===== src/rtl/seg7_scan_driver.sv =====
// Eight-digit multiplexed seven-segment driver: double-buffered frame, per-digit
// enable/dot, fixed all-off blanking gap between slots, and a synchronised refresh tick.
module seg7_scan_driver #(
    parameter int unsigned BLANK_CYC = 16
) (
    input  logic        CLK,
    input  logic        RST,
    input  logic        SCAN_IN,
    input  logic        LOAD,
    input  logic [31:0] DATA_IN,
    input  logic [7:0]  EN_IN,
    input  logic [7:0]  DP_IN,
    output logic [7:0]  AN,
    output logic [6:0]  SEG,
    output logic        DP,
    output logic        PEND,
    output logic        FRAME
);

    typedef enum logic {
        ST_SHOW  = 1'b0,
        ST_BLANK = 1'b1
    } state_t;

    localparam logic [7:0] BLANK_LOAD = 8'(BLANK_CYC - 1);

    state_t      state_q, state_d;
    logic [2:0]  sync_q, sync_d;
    logic [2:0]  idx_q, idx_d;
    logic [7:0]  blank_cnt_q, blank_cnt_d;
    logic [31:0] act_data_q, act_data_d;
    logic [7:0]  act_en_q, act_en_d;
    logic [7:0]  act_dp_q, act_dp_d;
    logic [31:0] stg_data_q, stg_data_d;
    logic [7:0]  stg_en_q, stg_en_d;
    logic [7:0]  stg_dp_q, stg_dp_d;
    logic        pend_q, pend_d;
    logic        frame_q, frame_d;
    logic [7:0]  an_q, an_d;
    logic [6:0]  seg_q, seg_d;
    logic        dp_q, dp_d;
    logic        tick;
    logic [3:0]  nib [8];

    function automatic logic [6:0] seg_decode(input logic [3:0] n);
        logic [6:0] s;
        case (n)
            4'h0: s = 7'b1000000;
            4'h1: s = 7'b1111001;
            4'h2: s = 7'b0100100;
            4'h3: s = 7'b0110000;
            4'h4: s = 7'b0011001;
            4'h5: s = 7'b0010010;
            4'h6: s = 7'b0000010;
            4'h7: s = 7'b1111000;
            4'h8: s = 7'b0000000;
            4'h9: s = 7'b0010000;
            4'hA: s = 7'b0001000;
            4'hB: s = 7'b0000011;
            4'hC: s = 7'b1000110;
            4'hD: s = 7'b0100001;
            4'hE: s = 7'b0000110;
            default: s = 7'b0001110;
        endcase
        return s;
    endfunction

    // sync_q[0..1] resynchronise SCAN_IN; sync_q[2] is the edge-detect history
    assign tick = sync_q[1] & ~sync_q[2];

    always_comb begin
        sync_d      = {sync_q[1:0], SCAN_IN};
        state_d     = state_q;
        idx_d       = idx_q;
        blank_cnt_d = blank_cnt_q;
        act_data_d  = act_data_q;
        act_en_d    = act_en_q;
        act_dp_d    = act_dp_q;
        stg_data_d  = stg_data_q;
        stg_en_d    = stg_en_q;
        stg_dp_d    = stg_dp_q;
        pend_d      = pend_q;
        frame_d     = 1'b0;

        case (state_q)
            ST_SHOW: begin
                if (tick) begin
                    state_d     = ST_BLANK;
                    idx_d       = idx_q + 3'd1;
                    blank_cnt_d = BLANK_LOAD;
                    if (idx_q == 3'd7 && pend_q) begin
                        act_data_d = stg_data_q;
                        act_en_d   = stg_en_q;
                        act_dp_d   = stg_dp_q;
                        pend_d     = 1'b0;
                        frame_d    = 1'b1;
                    end
                end
            end
            ST_BLANK: begin
                // ticks landing here are dropped so every slot keeps the same duty cycle
                if (blank_cnt_q == 8'd0) begin
                    state_d = ST_SHOW;
                end else begin
                    blank_cnt_d = blank_cnt_q - 8'd1;
                end
            end
            default: state_d = ST_SHOW;
        endcase

        // Evaluated after the commit so a same-cycle LOAD keeps PEND set with the new data
        if (LOAD) begin
            stg_data_d = DATA_IN;
            stg_en_d   = EN_IN;
            stg_dp_d   = DP_IN;
            pend_d     = 1'b1;
        end
    end

    generate
        for (genvar gi = 0; gi < 8; gi++) begin : g_nib
            assign nib[gi] = act_data_d[gi*4 +: 4];
        end
    endgenerate

    // Outputs are derived from next-state values so they register on the same edge as the FSM
    always_comb begin
        an_d  = 8'hFF;
        seg_d = 7'h7F;
        dp_d  = 1'b1;
        if (state_d == ST_SHOW && act_en_d[idx_d]) begin
            an_d  = ~(8'd1 << idx_d);
            seg_d = seg_decode(nib[idx_d]);
            dp_d  = ~act_dp_d[idx_d];
        end
    end

    always_ff @(posedge CLK) begin
        if (RST) begin
            state_q     <= ST_SHOW;
            sync_q      <= 3'b000;
            idx_q       <= 3'd0;
            blank_cnt_q <= 8'd0;
            act_data_q  <= 32'd0;
            act_en_q    <= 8'd0;
            act_dp_q    <= 8'd0;
            stg_data_q  <= 32'd0;
            stg_en_q    <= 8'd0;
            stg_dp_q    <= 8'd0;
            pend_q      <= 1'b0;
            frame_q     <= 1'b0;
            an_q        <= 8'hFF;
            seg_q       <= 7'h7F;
            dp_q        <= 1'b1;
        end else begin
            state_q     <= state_d;
            sync_q      <= sync_d;
            idx_q       <= idx_d;
            blank_cnt_q <= blank_cnt_d;
            act_data_q  <= act_data_d;
            act_en_q    <= act_en_d;
            act_dp_q    <= act_dp_d;
            stg_data_q  <= stg_data_d;
            stg_en_q    <= stg_en_d;
            stg_dp_q    <= stg_dp_d;
            pend_q      <= pend_d;
            frame_q     <= frame_d;
            an_q        <= an_d;
            seg_q       <= seg_d;
            dp_q        <= dp_d;
        end
    end

    assign AN    = an_q;
    assign SEG   = seg_q;
    assign DP    = dp_q;
    assign PEND  = pend_q;
    assign FRAME = frame_q;

endmodule


===== config.mk =====
export PLATFORM = sky130hd
export DESIGN_NAME = seg7_scan_driver
export DESIGN_NICKNAME = d
export VERILOG_FILES = /design/src/rtl/seg7_scan_driver.sv
export SDC_FILE = /design/constraint.sdc
export NUM_CORES = 1
export LEC_CHECK = 0
export ABC_CLOCK_PERIOD_IN_PS = 6490
export BUFFER_PORTS_ARGS = -buffer_cell sky130_fd_sc_hd__buf_2
export CAP_MARGIN = 20
export CORE_UTILIZATION = 50
export CTS_BUF_LIST = sky130_fd_sc_hd__clkbuf_8
export DETAILED_ROUTE_END_ITERATION = 8
export PLACE_DENSITY = 0.71
export SYNTH_ARGS = -nofsm -noshare
export SYNTH_HDL_FRONTEND = slang
export SYNTH_SLANG_ARGS = --single-unit

===== constraint.sdc =====
create_clock -name CLK -period 6.49 [get_ports CLK]
set_input_delay 0.9735 -clock CLK [delete_from_list [all_inputs] [get_ports CLK]]
set_output_delay 0.9735 -clock CLK [all_outputs]
set_load 0.01 [all_outputs]

==> flow_summary_export.csv, run 1 <==
group,metric,value,unit
outcome,outcome,"completed",
clock_network,cts_inserted_buffers,17,
power_and_ir_drop,clkPwrFrac,0.402,
clock_network,cts_root_buf,"clkbuf_8",
place,port_buffers,69,
power_and_ir_drop,finalPower,1.60,mW
worst_setup_path,required,6.79,ns
cells_and_area,num-nets-final,649,
detailed_routing,antenna_left,0,
min_path,hp-class,"reg2reg",
power_and_ir_drop,power_leakage,2.74,nW
floorplanning,ioPinCount,70,
logic_synthesis,synthFlopType,"dfxtp_1",
worst_setup_path,worst-endpoint-arrival,4.26,ns
global_route,met3_usage,0.0524,
global_route,grt.busiest_layer,"met2",
logic_synthesis,ys_seq_area_frac,0.489,
detailed_routing,first_iter_violations,253,
worst_setup_path,rr_startpoint,"idx_q[0]$_SDFF_PP0_",
worst_setup_path,slowest_delay,0.62,ns
timing,skew,0.0124,ns
worst_setup_path,crit_fanout,46,
worst_setup_path,r2r_cells,13,
logic_synthesis,synth_edf_count,0,
run,maxCapViolations,0,
min_path,whs_path_depth,1,
floorplanning,row_count,37,
worst_setup_path,crit_path_cell_trace,"ha_1 > ha_1 > and2_1 > nand2_4 > mux2i_1 > o22ai_1 > nor3_1 > nor2_1 > inv_1 > ha_1 > nor3_1 > a2111oi_2 > a41oi_1",
global_route,grtUsageMet2,0.333,
clock_network,insertion_delay,0.44,ns
timing,fin_crit,3.97,ns
worst_setup_path,crit_path_start_kind,"register",
clock_network,cts_tree,"done",
timing,final_max_slew_viol_count,0,
cells_and_area,final_area,0.00605,sq mm
clock_network,htree_levels,4,
timing,period_share,0.611,
floorplanning,dieArea,0.0110,sq mm
detailed_routing,drtPass1Iterations,4,
cells_and_area,final_cell_mix,"129 x dfxtp_1, 100 x nor2_1, 82 x mux2i_1",
cells_and_area,layout-drive-gt1-share,0.228,
global_route,met1_usage,0.290,
worst_setup_path,reg2reg_slack,2.52,ns
cells_and_area,diodes,0,
power_and_ir_drop,ir_drop,177,uV
timing,worstMarginPinSlew,0.868,ns
global_route,grt_pass1_wl,18500,microns
floorplanning,die_w,105,microns
logic_synthesis,syn_nets,591,
min_path,hold_start,"sync_q[0]$_SDFF_PP0_",
logic_synthesis,synth_area,0.00529,sq mm
clock_network,cts_buffer_depth,2,
clock_network,cts_hold_buf,0,
detailed_routing,vias,3965,
logic_synthesis,avgSynthCellArea,9.97,sq um
worst_setup_path,path_class,"reg2reg",
timing,fmax,252,MHz
global_route,first_global_vias,3730,
logic_synthesis,ys_ff_latch,129,
clock_network,numClockSinks,129,
floorplanning,die_h,105,microns
detailed_routing,drc_errors,0,
logic_synthesis,ys_warn_count,0,
timing,slew_headroom,0.421,
worst_setup_path,critical_path_buf_inv_count,1,
worst_setup_path,critPathMostFrequentCell,"ha_1",
cells_and_area,layout_commonest_cell,"dfxtp_1",
place,dp_hpwl,7460,microns
worst_setup_path,rr_endpoint,"SEG[3]$_SDFF_PP1_",
timing,rsz0062_at_grt,"false",
power_and_ir_drop,power_frac_comb,0.074,
logic_synthesis,synth_cells,530,
place,dpl_cell_area,0.00567,sq mm
global_route,gr-total-overflow,0,
worst_setup_path,critPathLaunch,"idx_q[0]$_SDFF_PP0_",
logic_synthesis,yosysUniqueCellTypes,66,
detailed_routing,wl_per_cell,15.1,microns
power_and_ir_drop,powerDensity,264,mW/mm^2
logic_synthesis,synthArstFlopShare,0,
power_and_ir_drop,internal_power,1.19,mW
clock_network,post_cts_buffers,0,
place,place_congestion,0.902,
clock_network,cts_resized,0,
worst_setup_path,slowest_stage,"dfxtp_1",
power_and_ir_drop,seqPwrFrac,0.524,
power_and_ir_drop,power_switching,408,uW
global_route,grt_max_degree,77,
global_route,antenna_found_initial,0,
timing,final.setup.tns,0,ns
detailed_routing,wirelength,11100,microns
power_and_ir_drop,switching_share,0.256,
clock_network,clkSlewWorstSetupHoldPaths,0.08,ns
floorplanning,initial_utilization,0.514,
timing,setup_viol,0,
global_route,grtUsageTotal,0.215,
floorplanning,core_area,0.0103,sq mm
timing,finalHoldViolations,0,
min_path,min_to,"sync_q[1]$_SDFF_PP0_",
worst_setup_path,path_delay_family,"simple AND/OR/NAND/NOR gates",
cells_and_area,areaGrowthSynthToFinish,14.4,%
worst_setup_path,end_kind,"register",
detailed_routing,vias_per_cell,5.38,
through the flow:
| stage | util | setup slack, ns | instances | hold WS, ns |
|---|---|---|---|---|
| floorplan | - | 3.45 | 530 | 0.414 |
| global route | 0.589 | 2.18 | 737 | 0.486 |
| detailed placement | 0.552 | 2.58 | 705 | 0.426 |
| global placement | 0.552 | 2.83 | 705 | 0.436 |
| CTS | 0.589 | 2.53 | 737 | 0.457 |
| finish | 0.589 | 2.52 | 737 | 0.450 |
sequential cells by signal, indices dropped and copies added (netlist names):
name / count
stg_en_q: 8
stg_dp_q: 8
act_en_q: 8
idx_q: 3
SEG: 7
PEND: 1
blank_cnt_q: 8
stg_data_q: 32
AN: 8
sync_q: 3
state_q: 1
act_dp_q: 8
DP: 1
act_data_q: 32
FRAME: 1
cells by family after synthesis:
| group | synth area share |
|---|---|
| muxes | 0.173 |
| xor gates and xnor gates | 0.00829 |
| buffers and inverters | 0.0331 |
| AOI/OAI and AO/OA | 0.100 |
| adders and majority gates | 0.0213 |
| DFF | 0.489 |
| and+or+nand+nor | 0.175 |
cell type report:
cell class / instances / area, sq um
fillers: 915 / 4230
flip-flops and latches: 129 / 2580
multi-input cells: 362 / 2530
repair buffers: 71 / 363
clock buffers: 18 / 248
well taps: 136 / 170
clock inverters: 14 / 131
inverters: 7 / 26.3
synthesized netlist by cell type (4+ instances only):
cell type  instances  area [sq um]
buf_2              5          25.0
xnor2_1            5          43.8
mux2i_1           82           821
dfxtp_1          129          2580
a22oi_1            4          30.0
nor2b_1            8          50.1
clkbuf_1          22          82.6
nor3_1            11          55.1
nor2_1           100           375
mux2_2             4          45.0
nand2_1           27           101
a21boi_0           5          37.5
or2_2              4          25.0
and3_1             6          37.5
o21ba_2            5          50.1
ha_1               9           113
o21ai_0            5          25.0
inv_1              7          26.3
a21oi_1           12          60.1
o22ai_1           15          93.8
nand3_1            5          25.0
worst max path at each step:
stage / slack (ns) / endpoint / cells after the start
after CTS: 2.53 / SEG[3]$_SDFF_PP1_ / 13
after floorplan: 3.45 / SEG[3]$_SDFF_PP1_ / 15
final: 2.52 / SEG[3]$_SDFF_PP1_ / 13
after detailed placement: 2.58 / SEG[3]$_SDFF_PP1_ / 13
after global placement: 2.83 / SEG[3]$_SDFF_PP1_ / 13
after global routing: 2.18 / SEG[3]$_SDFF_PP1_ / 13
per-layer routing:
layer,wire length [microns],vias to the layer above
met3,514,15
li1,-,1957
met4,210,0
met1,5360,1887
met5,0,-
met2,5060,106
power groups by stage:
stage	Combinational, mW	Sequential, mW	Clock, mW
finish	0.118	0.837	0.641
global route	0.131	0.840	0.697
CTS	0.119	0.837	0.655
detailed placement	0.119	0.855	0
global placement	0.116	0.854	0
floorplan	0.0861	0.849	0
Power figures use the tool's default switching activity.
==> run 2: changes to the inputs <==
--- a/config.mk
+++ b/config.mk
@@ -5,13 +5,14 @@
 export SDC_FILE = /design/constraint.sdc
 export NUM_CORES = 1
 export LEC_CHECK = 0
-export ABC_CLOCK_PERIOD_IN_PS = 6490
+export ABC_AREA = 1
+export ABC_CLOCK_PERIOD_IN_PS = 3500
 export BUFFER_PORTS_ARGS = -buffer_cell sky130_fd_sc_hd__buf_2
 export CAP_MARGIN = 20
 export CORE_UTILIZATION = 50
 export CTS_BUF_LIST = sky130_fd_sc_hd__clkbuf_8
 export DETAILED_ROUTE_END_ITERATION = 8
-export PLACE_DENSITY = 0.71
+export PLACE_DENSITY = 0.73
 export SYNTH_ARGS = -nofsm -noshare
 export SYNTH_HDL_FRONTEND = slang
 export SYNTH_SLANG_ARGS = --single-unit
==> constraint.sdc (replaced) <==
create_clock -name CLK -period 3.5 [get_ports CLK]
set_input_delay 0.525 -clock CLK [delete_from_list [all_inputs] [get_ports CLK]]
set_output_delay 0.525 -clock CLK [all_outputs]
set_load 0.01 [all_outputs]
==> run 2 against run 1 <==
Global-route usage rose by 2.1 points; routed wire length is 11% higher; final cell count rose by 28%; register-to-register slack got worse by 1.9 ns; final area rose by 4.2%; power is 90% higher; fmax increased by 40%; critical path depth grew 4; core utilization grew 1.1 points; area after synthesis up 4.3%; flip-flop and latch count did not move; critical path type unchanged; largest cell class unchanged; highest routed layer unchanged.
==> flow_summary_export.csv, run 2 <==
group,metric,value,unit
floorplanning,dieArea,0.0114,sq mm
floorplanning,die_h,107,microns
worst_setup_path,path_delay_family,"simple AND/OR/NAND/NOR gates",
timing,period_share,0.811,
logic_synthesis,ys_warn_count,0,
outcome,outcome,"completed",
clock_network,clkSlewWorstSetupHoldPaths,0.07,ns
clock_network,cts_buffer_depth,2,
global_route,grt_pass1_wl,21000,microns
logic_synthesis,yosysUniqueCellTypes,31,
clock_network,numClockSinks,129,
logic_synthesis,ys_ff_latch,129,
clock_network,insertion_delay,0.44,ns
logic_synthesis,synth_top_area_frac,0.468,
logic_synthesis,synth_adder_area_share,0.0204,
timing,skew,0.00977,ns
logic_synthesis,synth_area,0.00551,sq mm
timing,slew_headroom,0.559,
worst_setup_path,slowest_delay,0.37,ns
logic_synthesis,synth-simple-area-share,0.298,
power_and_ir_drop,ir_drop,213,uV
place,dpl_cell_area,0.00593,sq mm
worst_setup_path,end_kind,"register",
worst_setup_path,required,3.84,ns
cells_and_area,fillers,955,
global_route,antenna_found_initial,0,
worst_setup_path,crit_path_cell_trace,"ha_1 > ha_1 > nand2_1 > inv_1 > nand3_4 > buf_12 > nand2_1 > o21ai_2 > nor2_1 > nor2_1 > nand3_1 > nand2_2 > ha_1 > nand3_1 > nor2_1 > nor2_1 > nand2_1",
detailed_routing,first_iter_violations,219,
clock_network,cts_root_buf,"clkbuf_8",
cells_and_area,areaGrowthSynthToFinish,14.4,%
worst_setup_path,worst-endpoint-arrival,3.17,ns
detailed_routing,drtPass1Iterations,5,
timing,rsz0062_at_grt,"false",
logic_synthesis,syn_nets,799,
cells_and_area,layout-drive-gt1-share,0.203,
logic_synthesis,synth_cells,738,
logic_synthesis,synth_xor_area_frac,0,
power_and_ir_drop,finalPower,3.03,mW
logic_synthesis,avgSynthCellArea,7.47,sq um
cells_and_area,final_cell_mix,"145 x nor2_1, 140 x nand2_1, 129 x dfxtp_1",
logic_synthesis,synthMuxAreaShare,0.00908,
logic_synthesis,synthTopCellsByCount,"145 x nor2_1, 140 x nand2_1, 129 x dfxtp_1",
detailed_routing,wl_per_cell,13.1,microns
logic_synthesis,synthArstFlopShare,0,
power_and_ir_drop,powerDensity,481,mW/mm^2
logic_synthesis,synthFlopType,"dfxtp_1",
floorplanning,initial_utilization,0.525,
cells_and_area,diodes,0,
min_path,hp-class,"in2reg",
logic_synthesis,synth_compound_area_frac,0.123,
place,dp_hpwl,8560,microns
logic_synthesis,yosysMostFrequentCell,"nor2_1",
logic_synthesis,yosys-top-cells-area,"dfxtp_1 47%, nor2_1 9.9%, nand2_1 9.5%",
worst_setup_path,slowest_stage,"dfxtp_1",
worst_setup_path,critical_path_buf_inv_count,2,
cells_and_area,num-nets-final,863,
timing,fin_crit,2.84,ns
cells_and_area,layout_commonest_cell,"nor2_1",
detailed_routing,vias_per_cell,5.07,
worst_setup_path,crit_fanout,32,
cells_and_area,final_area,0.00630,sq mm
logic_synthesis,synth_edf_count,0,
timing,setup_viol,0,
detailed_routing,antenna_left,0,
worst_setup_path,critPathMostFrequentCell,"nor2_1",
clock_network,post_cts_buffers,0,
timing,final.setup.tns,0,ns
timing,fmax,352,MHz
detailed_routing,drc_errors,0,
global_route,first_global_vias,4538,
logic_synthesis,synth_top_family_by_area,"simple AND/OR/NAND/NOR gates",
timing,worstMarginPinSlew,0.661,ns
floorplanning,row_count,37,
global_route,gr-total-overflow,0,
floorplanning,core_area,0.0105,sq mm
logic_synthesis,yosysTopAreaCell,"dfxtp_1",
worst_setup_path,path_class,"reg2reg",
cells_and_area,largestRegisters,"act_data_q (32), stg_data_q (32)",
power_and_ir_drop,power_leakage,2.89,nW
detailed_routing,wirelength,12400,microns
run,maxCapViolations,0,
global_route,grt_max_degree,60,
timing,final_max_slew_viol_count,0,
clock_network,cts_resized,0,
global_route,grtUsageTotal,0.237,
place,port_buffers,69,
detailed_routing,vias,4798,
floorplanning,ioPinCount,70,
clock_network,cts_hold_buf,0,
logic_synthesis,ys_seq_area_frac,0.468,
place,place_congestion,0.895,
timing,finalHoldViolations,0,
clock_network,cts_inserted_buffers,17,
clock_network,cts_tree,"done",
floorplanning,die_w,107,microns
clock_network,htree_levels,4,
worst_setup_path,crit_path_start_kind,"register",
run 2: cell count changes after synthesis, moves of 27 or more:
cell / change
nand2_1: +113
nand3_1: +27
inv_1: +55
o21ai_0: +54
mux2i_1: -77
a21oi_1: +29
nor2_1: +45
run 2: stage by stage:
stage	util	hold WS [ns]	worst slack [ns]	cells
6_report	0.600	0.300	0.663	947
5_1_grt	0.600	0.300	0.384	947
4_1_cts	0.600	0.283	0.684	947
3_5_place_dp	0.564	0.397	0.689	919
3_3_place_gp	0.564	0.405	0.827	919
2_1_floorplan	-	0.388	1.18	738
run 2: worst paths after layout:
kind	slack, ns	startpoint	cells after the start	endpoint
max	0.66	idx_q[0]$_SDFF_PP0_	17	SEG[1]$_SDFF_PP1_
min	0.30	SCAN_IN	3	sync_q[0]$_SDFF_PP0_
max reg2reg	0.66	idx_q[0]$_SDFF_PP0_	17	SEG[1]$_SDFF_PP1_
min reg2reg	0.40	sync_q[0]$_SDFF_PP0_	2	sync_q[1]$_SDFF_PP0_
run 2: kinds of logic (layout without fill, tap and decap cells):
group           after synthesis  after routing
compound gates              125            125
fa+ha+maj                     9              9
buf+inv                     104            177
flops                       129            129
mux                           5              5
simple gates                366            366
run 2: power by group:
| group | internal [mW] | switching [mW] | total, mW |
|---|---|---|---|
| combinational | 0.0888 | 0.168 | 0.257 |
| clock | 0.686 | 0.534 | 1.22 |
| sequential | 1.53 | 0.0296 | 1.56 |
| total | 2.30 | 0.732 | 3.03 |
run 2: final cells by class:
class	instances	area [sq um]	share of cell area
clock inverter	7	85.1	0.0135
timing repair buffer	79	433	0.0687
multi-input combinational	505	2480	0.394
tap	136	170	0.0270
clock buffer	21	289	0.0458
sequential	129	2580	0.410
inverter	70	263	0.0417
run 2: routing by layer:
layer / global-route usage / share of wire / wire length [microns]
met5: 0 / 0 / 0
met4: 0.104 / 0.018 / 223
met3: 0.0505 / 0.047 / 575
met2: 0.384 / 0.46 / 5650
met1: 0.302 / 0.48 / 5910
run 2: worst register-to-register path, stage by stage (launching register included):
cell and delay [ns]:
dfxtp_1 0.37, ha_1 0.17, ha_1 0.13, nand2_1 0.07, inv_1 0.15, nand3_4 0.35, buf_12 0.33, nand2_1 0.09
o21ai_2 0.06, nor2_1 0.11, nor2_1 0.07, nand3_1 0.08, nand2_2 0.11, ha_1 0.29, nand3_1 0.12, nor2_1 0.07
nor2_1 0.11, nand2_1 0.06
==> run 3: changes to the inputs <==
--- a/config.mk
+++ b/config.mk
@@ -5,8 +5,8 @@
 export SDC_FILE = /design/constraint.sdc
 export NUM_CORES = 1
 export LEC_CHECK = 0
-export ABC_AREA = 1
-export ABC_CLOCK_PERIOD_IN_PS = 3500
+export ABC_AREA = 0
+export ABC_CLOCK_PERIOD_IN_PS = 2520
 export BUFFER_PORTS_ARGS = -buffer_cell sky130_fd_sc_hd__buf_2
 export CAP_MARGIN = 20
 export CORE_UTILIZATION = 50
==> constraint.sdc (replaced) <==
create_clock -name CLK -period 2.52 [get_ports CLK]
set_input_delay 0.378 -clock CLK [delete_from_list [all_inputs] [get_ports CLK]]
set_output_delay 0.378 -clock CLK [all_outputs]
set_load 0.01 [all_outputs]
==> run 3 against run 2 <==
The run now ends with setup timing left; fmax is 5.6% higher; sequential share of layout area down 4.1 points; core utilization up 8.3 points; clock skew about the same; first-iteration DRC count rose by 5.0%; global-route usage is 0.85 points higher; critical endpoint is now SEG[3]$_SDFF_PP1_.
==> flow_summary_export.csv, run 3 (same netlist as run 1, synthesis figures left out) <==
group,metric,value,unit
timing,fin_ws,-0.168,ns
cells_and_area,final_cell_mix,"125 x dfxtp_1, 96 x nor2_1, 76 x buf_4",
clock_network,clkSlewWorstSetupHoldPaths,0.07,ns
cells_and_area,areaGrowthSynthToFinish,32.9,%
floorplanning,core_area,0.0103,sq mm
worst_setup_path,crit_path_cell_trace,"ha_4 > ha_4 > and2_4 > nand2_8 > buf_4 > buf_4 > mux2i_1 > o211ai_1 > nand2_2 > buf_4 > a2111oi_4 > a41oi_1",
worst_setup_path,crit_path_start_kind,"register",
timing,fmax,372,MHz
worst_setup_path,worst-endpoint-arrival,3.01,ns
place,port_buffers,69,
global_route,grt_max_degree,113,
cells_and_area,fillers,821,
clock_network,insertion_delay,0.46,ns
detailed_routing,wirelength,12900,microns
clock_network,htree_levels,4,
power_and_ir_drop,finalPower,4.25,mW
detailed_routing,drtPass1Iterations,5,
floorplanning,row_count,37,
clock_network,cts_root_buf,"clkbuf_8",
worst_setup_path,critical_path_buf_inv_count,3,
timing,final_max_slew_viol_count,0,
cells_and_area,diodes,0,
global_route,gr-total-overflow,0,
cells_and_area,utilization,0.683,
clock_network,cts_tree,"done",
detailed_routing,vias,4377,
global_route,grtUsageTotal,0.245,
global_route,first_global_vias,4260,
cells_and_area,layout_commonest_cell,"dfxtp_1",
min_path,hp-class,"in2reg",
power_and_ir_drop,ir_drop,415,uV
detailed_routing,wl_per_cell,15.6,microns
worst_setup_path,path_delay_family,"compound AO/OA/AOI/OAI gates",
cells_and_area,largestRegisters,"act_data_q (32), stg_data_q (32)",
clock_network,cts_inserted_buffers,17,
place,place_congestion,0.922,
place,dp_slack,-0.181,ns
worst_setup_path,slowest_stage,"o211ai_1",
timing,setup_viol,7,
worst_setup_path,path_class,"reg2reg",
timing,final.setup.tns,-0.886,ns
outcome,violations,"setup timing",
power_and_ir_drop,power_leakage,3.15,nW
floorplanning,dieArea,0.0110,sq mm
cells_and_area,layout-drive-gt1-share,0.379,
global_route,antenna_found_initial,0,
timing,finalHoldViolations,0,
floorplanning,die_h,105,microns
cells_and_area,num-nets-final,735,
detailed_routing,drc_errors,0,
timing,fin_hold_ws,0.115,ns
worst_setup_path,crit_fanout,6,
detailed_routing,first_iter_violations,230,
clock_network,cts_buffer_depth,2,
timing,fin_crit,2.69,ns
timing,period_share,1.07,
worst_setup_path,critPathMostFrequentCell,"buf_4",
detailed_routing,vias_per_cell,5.32,
worst_setup_path,slowest_delay,0.41,ns
timing,rsz0062_at_grt,"true",
floorplanning,ioPinCount,70,
place,dp_hpwl,8380,microns
global_route,grt_pass1_wl,20700,microns
floorplanning,initial_utilization,0.514,
timing,skew,0.00987,ns
floorplanning,die_w,105,microns
outcome,outcome,"complete, but fails checks",
worst_setup_path,end_kind,"register",
run,maxCapViolations,0,
detailed_routing,antenna_left,0,
power_and_ir_drop,powerDensity,605,mW/mm^2
worst_setup_path,required,2.85,ns
clock_network,numClockSinks,129,
timing,worstMarginPinSlew,0.439,ns
timing,slew_headroom,0.706,
==> run 3: changes by cell type in the layout (fill, tap and decap cells not counted), moves of 29 or more <==
cell / delta
nand2_1: -113
mux2i_1: +69
buf_4: +67
o21ai_0: -56
inv_1: -55
nor2_1: -49
a21oi_1: -30
nand3_1: -29
==> run 3: metrics by stage <==
| stage | cell area (sq um) | cells |
|---|---|---|
| floorplan | 5390 | 530 |
| global placement | 6280 | 775 |
| detailed placement | 6280 | 775 |
| CTS | 6900 | 818 |
| global route | 7020 | 822 |
| finish | 7020 | 822 |
==> run 3: metal layers <==
layer / share of wire / wire, microns / up-vias / GRT usage
met5: 0 / 0 / - / 0
met4: 0.024 / 313 / 0 / 0.116
met3: 0.055 / 706 / 29 / 0.0730
met2: 0.48 / 6130 / 144 / 0.401
met1: 0.44 / 5700 / 2063 / 0.295
li1: - / - / 2141 / -
==> run 3: path summary, 6_finish.rpt <==
check,cells after the start,slack (ns),start,end
max,12,-0.17,idx_q[1]$_SDFF_PP0_,SEG[3]$_SDFF_PP1_
min,2,0.11,RST,idx_q[2]$_SDFF_PP0_
max reg2reg,12,-0.17,idx_q[1]$_SDFF_PP0_,SEG[3]$_SDFF_PP1_
min reg2reg,1,0.45,sync_q[0]$_SDFF_PP0_,sync_q[1]$_SDFF_PP0_
==> run 3: final cells by class <==
| type | count | area (sq um) | area share |
|---|---|---|---|
| Multi-Input combinational cell | 365 | 2800 | 0.399 |
| Sequential cell | 129 | 2590 | 0.369 |
| Timing Repair Buffer | 154 | 1050 | 0.149 |
| Clock buffer | 20 | 275 | 0.0392 |
| Tap cell | 136 | 170 | 0.0242 |
| Clock inverter | 11 | 114 | 0.0162 |
| Inverter | 7 | 26.3 | 0.00374 |
==> run 3: power by group <==
group | internal [mW] | switching, mW
clock network | 0.941 | 0.778
registers | 2.11 | 0.0457
logic | 0.187 | 0.187
==> run 3: worst register-to-register path, stage by stage, from the launching register on <==
cell       delay [ns]
dfxtp_4          0.36
ha_4             0.13
ha_4             0.11
and2_4           0.28
nand2_8          0.11
buf_4            0.16
buf_4            0.13
mux2i_1          0.17
o211ai_1         0.41
nand2_2          0.12
buf_4            0.17
a2111oi_4        0.35
a41oi_1          0.07
==> run 3: timing repair <==
action | CTS | global route
hold buffers | 0 | 0
pin swaps | 25 | 13
setup endpoints to repair | 7 | 7
setup buffers | 9 | 3
gates resized for setup | 31 | 17
gates cloned | 3 | 0
